**src/rtl/wb_pkg.sv**
```systemverilog
// Shared types and widths for the writeback arbiter and its load queue.
package wb_pkg;
    localparam int REG_ADDR_W = 5;
    localparam int XLEN       = 32;

    typedef struct packed {
        logic                  live;
        logic [REG_ADDR_W-1:0] rd;
        logic [XLEN-1:0]       data;
    } lq_entry_t;

    typedef struct packed {
        logic                  we;
        logic [REG_ADDR_W-1:0] rd;
        logic [XLEN-1:0]       data;
    } wb_port_t;

    // A valid ALU result to a non-zero register supersedes any load to the same rd.
    function automatic logic alu_kills(input logic                  valid,
                                       input logic [REG_ADDR_W-1:0] alu_rd,
                                       input logic [REG_ADDR_W-1:0] rd);
        return valid && (alu_rd != '0) && (alu_rd == rd);
    endfunction
endpackage

```
**src/rtl/wb_load_queue.sv**
```systemverilog
// In-order load result queue with ALU kill compare, up to two pops per cycle
// and a scoreboard of live destinations.
// Optional: WB_PENDING_MASK_EN enables the pending_mask decode; otherwise it is 0.
module wb_load_queue
    import wb_pkg::*;
#(
    parameter int LQ_DEPTH = 4
) (
    input  logic                         clk,
    input  logic                         rst,
    input  logic                         alu1_valid,
    input  logic [REG_ADDR_W-1:0]        alu1_rd,
    input  logic                         alu2_valid,
    input  logic [REG_ADDR_W-1:0]        alu2_rd,
    input  logic                         ld_valid,
    input  logic [REG_ADDR_W-1:0]        ld_rd,
    input  logic [XLEN-1:0]              ld_data,
    output logic                         ld_ready,
    output wb_port_t                     pop0,
    output wb_port_t                     pop1,
    output logic [31:0]                  pending_mask,
    output logic [$clog2(LQ_DEPTH):0]    count
);
    localparam int PW = $clog2(LQ_DEPTH);
    localparam int CW = PW + 1;

    lq_entry_t         mem     [LQ_DEPTH];
    lq_entry_t         mem_nxt [LQ_DEPTH];
    logic [PW-1:0]     head, tail, head1;
    logic [CW-1:0]     count_nxt;
    logic [1:0]        n_free, n_pop;
    logic              push, push_live;
    lq_entry_t         e0, e1;

    assign ld_ready = (count < CW'(LQ_DEPTH));

    // Pop selection, kill application and next queue contents.
    always_comb begin
        n_free = 2'd2 - {1'b0, alu1_valid} - {1'b0, alu2_valid};
        n_pop  = (count < CW'(n_free)) ? count[1:0] : n_free;
        head1  = head + 1'b1;
        e0     = mem[head];
        e1     = mem[head1];
        pop0   = '0;
        pop1   = '0;
        // A popped entry whose rd an ALU writes this same cycle is older, so it must not write.
        if (n_pop >= 2'd1 && e0.live && !alu_kills(alu1_valid, alu1_rd, e0.rd)
                          && !alu_kills(alu2_valid, alu2_rd, e0.rd))
            pop0 = '{we: 1'b1, rd: e0.rd, data: e0.data};
        if (n_pop == 2'd2 && e1.live && !alu_kills(alu1_valid, alu1_rd, e1.rd)
                          && !alu_kills(alu2_valid, alu2_rd, e1.rd))
            pop1 = '{we: 1'b1, rd: e1.rd, data: e1.data};

        push      = ld_valid && ld_ready && (ld_rd != '0);
        push_live = !alu_kills(alu1_valid, alu1_rd, ld_rd) && !alu_kills(alu2_valid, alu2_rd, ld_rd);
        count_nxt = count - CW'(n_pop) + CW'(push);

        for (int i = 0; i < LQ_DEPTH; i++) begin
            mem_nxt[i] = mem[i];
            if (alu_kills(alu1_valid, alu1_rd, mem[i].rd) || alu_kills(alu2_valid, alu2_rd, mem[i].rd))
                mem_nxt[i].live = 1'b0;
            if ((n_pop >= 2'd1 && PW'(i) == head) || (n_pop == 2'd2 && PW'(i) == head1))
                mem_nxt[i].live = 1'b0;
        end
        // Push never lands on a slot being popped: pushes are only accepted when not full.
        if (push)
            mem_nxt[tail] = '{live: push_live, rd: ld_rd, data: ld_data};
    end

    // Queue storage, pointers and occupancy.
    always_ff @(posedge clk or posedge rst) begin
        if (rst) begin
            for (int i = 0; i < LQ_DEPTH; i++) mem[i] <= '0;
            head  <= '0;
            tail  <= '0;
            count <= '0;
        end else begin
            for (int i = 0; i < LQ_DEPTH; i++) mem[i] <= mem_nxt[i];
            head  <= head + PW'(n_pop);
            tail  <= tail + PW'(push);
            count <= count_nxt;
        end
    end

`ifdef WB_PENDING_MASK_EN
    logic [31:0] mask_nxt;

    // Scoreboard of live destinations after this edge.
    always_comb begin
        mask_nxt = '0;
        for (int i = 0; i < LQ_DEPTH; i++)
            if (mem_nxt[i].live) mask_nxt[mem_nxt[i].rd] = 1'b1;
    end

    // Registered scoreboard export.
    always_ff @(posedge clk or posedge rst) begin
        if (rst) pending_mask <= '0;
        else     pending_mask <= mask_nxt;
    end
`else
    assign pending_mask = '0;
`endif
endmodule

```
**src/rtl/writeback_arbiter.sv**
```systemverilog
// Writeback arbiter: ALU1 owns write port 1, ALU2 owns port 2; buffered loads
// fill the ports the ALUs leave idle, oldest first.
// Optional: WB_PENDING_MASK_EN enables the pending_mask scoreboard.
module writeback_arbiter
    import wb_pkg::*;
#(
    parameter int LQ_DEPTH = 4
) (
    input  logic                      clk,
    input  logic                      rst,
    input  logic                      alu1_valid,
    input  logic [4:0]                alu1_rd,
    input  logic [31:0]               alu1_data,
    input  logic                      alu2_valid,
    input  logic [4:0]                alu2_rd,
    input  logic [31:0]               alu2_data,
    input  logic                      ld_valid,
    output logic                      ld_ready,
    input  logic [4:0]                ld_rd,
    input  logic [31:0]               ld_data,
    output logic                      reg_write,
    output logic [4:0]                regd,
    output logic [31:0]               write_data,
    output logic                      reg_write2,
    output logic [4:0]                regd2,
    output logic [31:0]               write_data2,
    output logic [31:0]               pending_mask,
    output logic [$clog2(LQ_DEPTH):0] lq_count
);
    wb_port_t pop0, pop1, port1_nxt, port2_nxt;

    wb_load_queue #(.LQ_DEPTH(LQ_DEPTH)) u_lq (
        .clk          (clk),
        .rst          (rst),
        .alu1_valid   (alu1_valid),
        .alu1_rd      (alu1_rd),
        .alu2_valid   (alu2_valid),
        .alu2_rd      (alu2_rd),
        .ld_valid     (ld_valid),
        .ld_rd        (ld_rd),
        .ld_data      (ld_data),
        .ld_ready     (ld_ready),
        .pop0         (pop0),
        .pop1         (pop1),
        .pending_mask (pending_mask),
        .count        (lq_count)
    );

    // Port assignment: live pops go to the lowest free port, head first.
    always_comb begin
        port1_nxt = alu1_valid ? '{we: 1'b1, rd: alu1_rd, data: alu1_data}
                  : (pop0.we ? pop0 : pop1);
        if (alu2_valid)      port2_nxt = '{we: 1'b1, rd: alu2_rd, data: alu2_data};
        else if (alu1_valid) port2_nxt = pop0;
        else if (pop0.we)    port2_nxt = pop1;
        else                 port2_nxt = '0;
    end

    // Registered write ports.
    always_ff @(posedge clk or posedge rst) begin
        if (rst) begin
            {reg_write,  regd,  write_data}  <= '0;
            {reg_write2, regd2, write_data2} <= '0;
        end else begin
            {reg_write,  regd,  write_data}  <= port1_nxt;
            {reg_write2, regd2, write_data2} <= port2_nxt;
        end
    end
endmodule
```
**config.mk**
```make
export PLATFORM = sky130hd
export DESIGN_NAME = writeback_arbiter
export DESIGN_NICKNAME = d
export VERILOG_FILES = /design/src/rtl/wb_pkg.sv /design/src/rtl/wb_load_queue.sv /design/src/rtl/writeback_arbiter.sv
export SDC_FILE = /design/constraint.sdc
export NUM_CORES = 1
export LEC_CHECK = 0
export ABC_AREA = 0
export BUFFER_PORTS_ARGS = -buffer_cell sky130_fd_sc_hd__buf_4
export CAP_MARGIN = 20
export CELL_PAD_IN_SITES_DETAIL_PLACEMENT = 2
export CELL_PAD_IN_SITES_GLOBAL_PLACEMENT = 2
export CORE_AREA = 2 2 198 200
export DETAILED_ROUTE_END_ITERATION = 8
export DIE_AREA = 0 0 200 202
export GPL_ROUTABILITY_DRIVEN = 0
export PLACE_DENSITY_LB_ADDON = 0.1
export SLEW_MARGIN = 20
export SYNTH_ARGS = -nofsm -noshare
export SYNTH_HDL_FRONTEND = slang
export SYNTH_SLANG_ARGS = --single-unit
```
**constraint.sdc**
```tcl
create_clock -name clk -period 8.4 [get_ports clk]
set_input_delay 0.42 -clock clk [delete_from_list [all_inputs] [get_ports clk]]
set_output_delay 0.42 -clock clk [all_outputs]
set_load 0.01 [all_outputs]
```
---- Word-level counts from Yosys, hierarchy flattened ----
Index checks and enable logic that the tools add are counted.
word-level totals
  register bits ........................... 235
  input port bits ......................... 116
  output and inout bits ................... 112
  logic and storage cells ................. 138
cells by class
  $add $sub $neg .......................... 7
  magnitude comparators ................... 7
  eq/ne operators ......................... 21
  muxes and demuxes ....................... 26
  bitwise operators ....................... 3
  reduce and logical (&&, ||, !) cells .... 53
operators by type and width
  kind                                                      number
  two-way mux 38 bit                                        12
  binary-select mux 38 bit (select 2 bit)                   2
  bitwise mux 152 bit                                       1
  two-way mux 152 bit                                       1
  demux 38 bit (select 2 bit)                               1
  equality test 5 bit                                       14
  logical AND 1 bit                                         34
  nonzero test 5 bit                                        3
  greater-or-equal comparator 3 bit, second input constant  3
  NOT 2 -> 3 bit                                            3
  equality test 2 bit, first input constant                 4
  logical OR 1 bit                                          8
  two-way mux 1 bit                                         8
  logical NOT 1 bit                                         6
  equality test 1 x 2 -> 1 bit, first input constant        2
  logical NOT 2 bit                                         2
  adder 3 x 1 -> 3 bit                                      1
  < comparator 3 x 1 -> 1 bit, second input constant        1
  < comparator 3 x 2 -> 1 bit                               1
  < comparator 3 bit, second input constant                 1
  subtractor 3 x 2 -> 3 bit                                 1
  adder 2 x 1 -> 2 bit                                      1
  adder 2 x 1 -> 2 bit, second input constant               1
  adder 2 bit                                               1
  5 further kinds                                           5

---- Logic depth before layout (Yosys ltp) ----
  depth after elaboration ................. 14
  mapped depth ............................ 14
  gate-level depth less buffers ........... 12

---- Cells and area by module ----
Synthesis repeated with hierarchy kept, for this count alone.
second synthesis, totals
  cells, all modules ...................... 1105
  area total of the unflattened synthesis .. 13578.0 µm²
by module, submodules not included
  module             times used  cells an instance  area an instance (µm²)
  wb_load_queue      1           733                9862.0
  writeback_arbiter  1           372                3716.1

---- Least setup slack after synthesis ----
No wires, ideal clock.
  path type ............................... register to register
  from .................................... reg u_lq.head[0]
  to ...................................... reg write_data[2]
  setup time .............................. 0.126 ns
  arrival ................................. 3.997 ns
  required time ........................... 8.274 ns
  slack ................................... 4.277 ns
  cell stages (with the launch flop) ...... 15
  path through ............................ dfrtp_1 > buf_6 > buf_6 > clkbuf_1 > buf_1 > inv_1 > ha_1 > buf_2 > mux4_2 > xnor2_1 > nand4_1 > nor3_1 > buf_2 > a2111oi_0 > a221o_1
RTL lines
  item                    RTL line                 RTL
  start, declared         wb_load_queue.sv:29      logic [PW-1:0] head, tail, head1;
  start signal, assigned  wb_load_queue.sv:79      head <= head + PW'(n_pop);
  end signal, assigned    writeback_arbiter.sv:65  {reg_write, regd, write_data} <= port1_nxt;
  end, declared           writeback_arbiter.sv:23  output logic [31:0] write_data,

==> results.yml <==
floorplan:
  rows: 72
  core_um2: 38290
  pin_count: 228
  initial_utilization_pct: 34.51
  die_w_um: 200
  dieArea_um2: 40400
  die_height_um: 202
grt:
  grt_max_degree: 115
  grt_pass1_vias: 10797
  grt.overflow.total: 0
  antenna_found_initial: 1
  grt_pass1_wl_um: 69280
  grt_usage_pct: 22.70
logic_synthesis:
  synthesis.area_um2: 13210
  syn_inst: 1001
  ys.flop_type: "dfrtp_1"
  synth_top_area_cell: "dfrtp_1"
  ys_seq_elements: 235
  synth_seq_area_share_pct: 44.50
  synthTopCellsByArea: "dfrtp_1 45%, mux4_2 13%, mux2_2 13%"
  ys.warnings.count: 0
  synthArstFlopShare_pct: 100.0
  syn-mean-instance-area_um2: 13.20
  synth-edff-count: 0
  synth_top_area_share_pct: 44.50
  synth.distinct_cells: 53
cts:
  cts_tree: "yes"
  ctsResizeCount: 0
  htreeDepth: 1
  cts-root-buf: "clkbuf_16"
  clkSlewWorstSetupHoldPaths_ns: 0.06
  clock-sinks: 235
  cts_setup_buffers: 0
  worstSkewPairLatency_ns: 0.56
  postCtsHoldBufs: 0
  numCtsBuffers: 29
  cts_buffer_depth: 3
setup_path:
  cp_top_family: "compound AO/OA/AOI/OAI gates"
  path_buf_inv: 2
  max_stage_delay_ns: 0.91
  crit_chain: "inv_1, ha_4, mux4_2, xor2_1, nor4_2, a311o_2, buf_4, a211oi_2, a221o_1"
  reg2reg_from: "u_lq.head[0]"
  reg2reg_depth: 9
  worst_setup_path_start_kind: "register"
  critPathSlowestCell: "ha_4"
  cp.arrival_ns: 5.44
  path_class: "register to register"
  end_kind: "register"
  cp_max_fo: 38
  crit_required_ns: 8.84
  r2r_slack_ns: 3.41
  r2r-end: "regd[4]"
route:
  drc: 0
  ant_nets: 0
  vias: 9573
  wl_um: 44990
  dr.pass1.iters: 5
  wl_per_cell_um: 26.64
  drtIter0Drc: 433
  vias_per_cell: 5.668
timing:
  tns_ns: 0
  hold_ws_ns: 0.01158
  clock.fmax_ghz: 0.2003
  fin_worst_skew_ns: 0.02050
  setup_ws_ns: 3.408
  fin_crit_ns: 4.992
  timing.final.crit_share_pct: 59.43
  rsz0062_at_grt: "false"
  final_hold_viol_count: 0
  worst_pin_slew_ns: 1.173
  slew-limit-headroom_pct: 21.80
  setup_viol: 0
  slew_violations: 0
place:
  dpl_worst_slack_ns: 2.825
  placed_cell_area_um2: 14940
  hpwl_um: 27690
  numPortBuffers: 195
pwr:
  intPower_mw: 3.866
  p_clk_share_pct: 21.8
  ir_drop_mv: 0.2463
  pwr-share-seq_pct: 32.5
  power.total_mw: 6.192
  switching_share_pct: 37.57
  power_frac_comb_pct: 45.8
  p_leak_nw: 6.769
  power_per_cell_area_nw_per_um2: 386.9
  p_switching_mw: 2.326
status:
  status: "finished, final reports clean"
final_layout:
  drive_above_1_share_pct: 46.15
  fill_cells: 3798
  area_growth_pct: 21.11
  nets: 1276
  final_cell_area_um2: 16000
worst_hold_path:
  hold_class: "primary input to async pin"
flow_run:
  cap_violations: 0
worst max path at each step:
| stage | start | endpoint | cells past startpoint |
|---|---|---|---|
| final | u_lq.head[0] | regd[4] | 9 |
| after global routing | u_lq.head[0] | regd[4] | 9 |
| after CTS | u_lq.head[0] | write_data2[0] | 9 |
| after detailed placement | alu1_valid | write_data2[14] | 12 |
| after global placement | alu1_valid | write_data2[5] | 12 |
| after floorplan | rst | async pin | 1 |
layout make-up:
type / count / area (um^2) / area share (%)
clock buffer: 39 / 843.3 / 5.270
tap: 518 / 648.1 / 4.050
antenna: 1 / 2.502 / 0.01564
multi-input combinational: 650 / 6736 / 42.10
clock inverter: 14 / 177.7 / 1.110
timing repair buffer: 215 / 1638 / 10.23
sequential: 235 / 5886 / 36.78
inverter: 17 / 71.32 / 0.4457
power groups by stage:
stage	combinational (mW)	clock (mW)	sequential [mW]
final	2.83	1.35	2.01
after global routing	3.08	1.43	2.08
after CTS	2.87	1.38	2.01
after detailed placement	2.84	0	2.03
after global placement	2.79	0	1.99
after floorplan	2.14	0	1.87
worst register-to-register path: stages, from the launching register on:
cell and delay, ns:
dfrtp_4 0.75, inv_1 0.19, ha_4 0.91, mux4_2 0.71, xor2_1 0.19, nor4_2 0.49
a311o_2 0.52, buf_4 0.54, a211oi_2 0.17, a221o_1 0.40
per-stage QoR:
step	cells	utilization [%]
6_report	1689	41.80
5_1_grt	1688	41.79
4_1_cts	1686	41.69
3_5_place_dp	1633	39.02
3_3_place_gp	1633	39.02
2_1_floorplan	1032	-
routing by layer:
layer / track usage (%) / up-vias / wire length, um
li1: - / 4110 / -
met1: 31.56 / 5175 / 20060
met2: 38.27 / 241 / 22250
met3: 2.770 / 45 / 1987
met4: 4.312 / 2 / 682
met5: 0 / - / 11
placed cells by master (no fill, tap or decap), drive strengths merged, types with 8 or more instances in the layout:
cell type / n
clkinv: 8
inv: 19
a2111oi: 32
mux4: 76
o31ai: 41
mux2: 148
dfrtp: 235
conb: 32
ha: 11
nand2: 48
nand3: 10
a32oi: 36
clkbuf: 39
xor2: 39
a221o: 33
buf: 215
and3: 36
o21ai: 8
xnor2: 36
synth_stat cells (5+ instances only):
library cell and n:
buf_6 6, a32oi_1 36, xnor2_1 36, o31ai_1 41, nand3_1 10, buf_4 35
buf_1 13, ha_1 11, mux4_2 76, xor2_1 39, inv_1 16, and3_1 36
nand2_1 48, a2111oi_2 29, nor3_1 7, a221o_1 33, mux2_2 148, dfrtp_1 235
a21oi_1 6, clkbuf_1 50, o21ai_0 5, buf_2 26
cell families after synthesis:
group	share of synthesized area (%)
flops	44.50
mux	25.72
compound gates	12.73
buf+inv	5.757
simple gates	5.104
xor+xnor	4.971
fa+ha+maj	1.193
other cells	0.02838
Note: power is estimated with default switching activity, not from simulation.
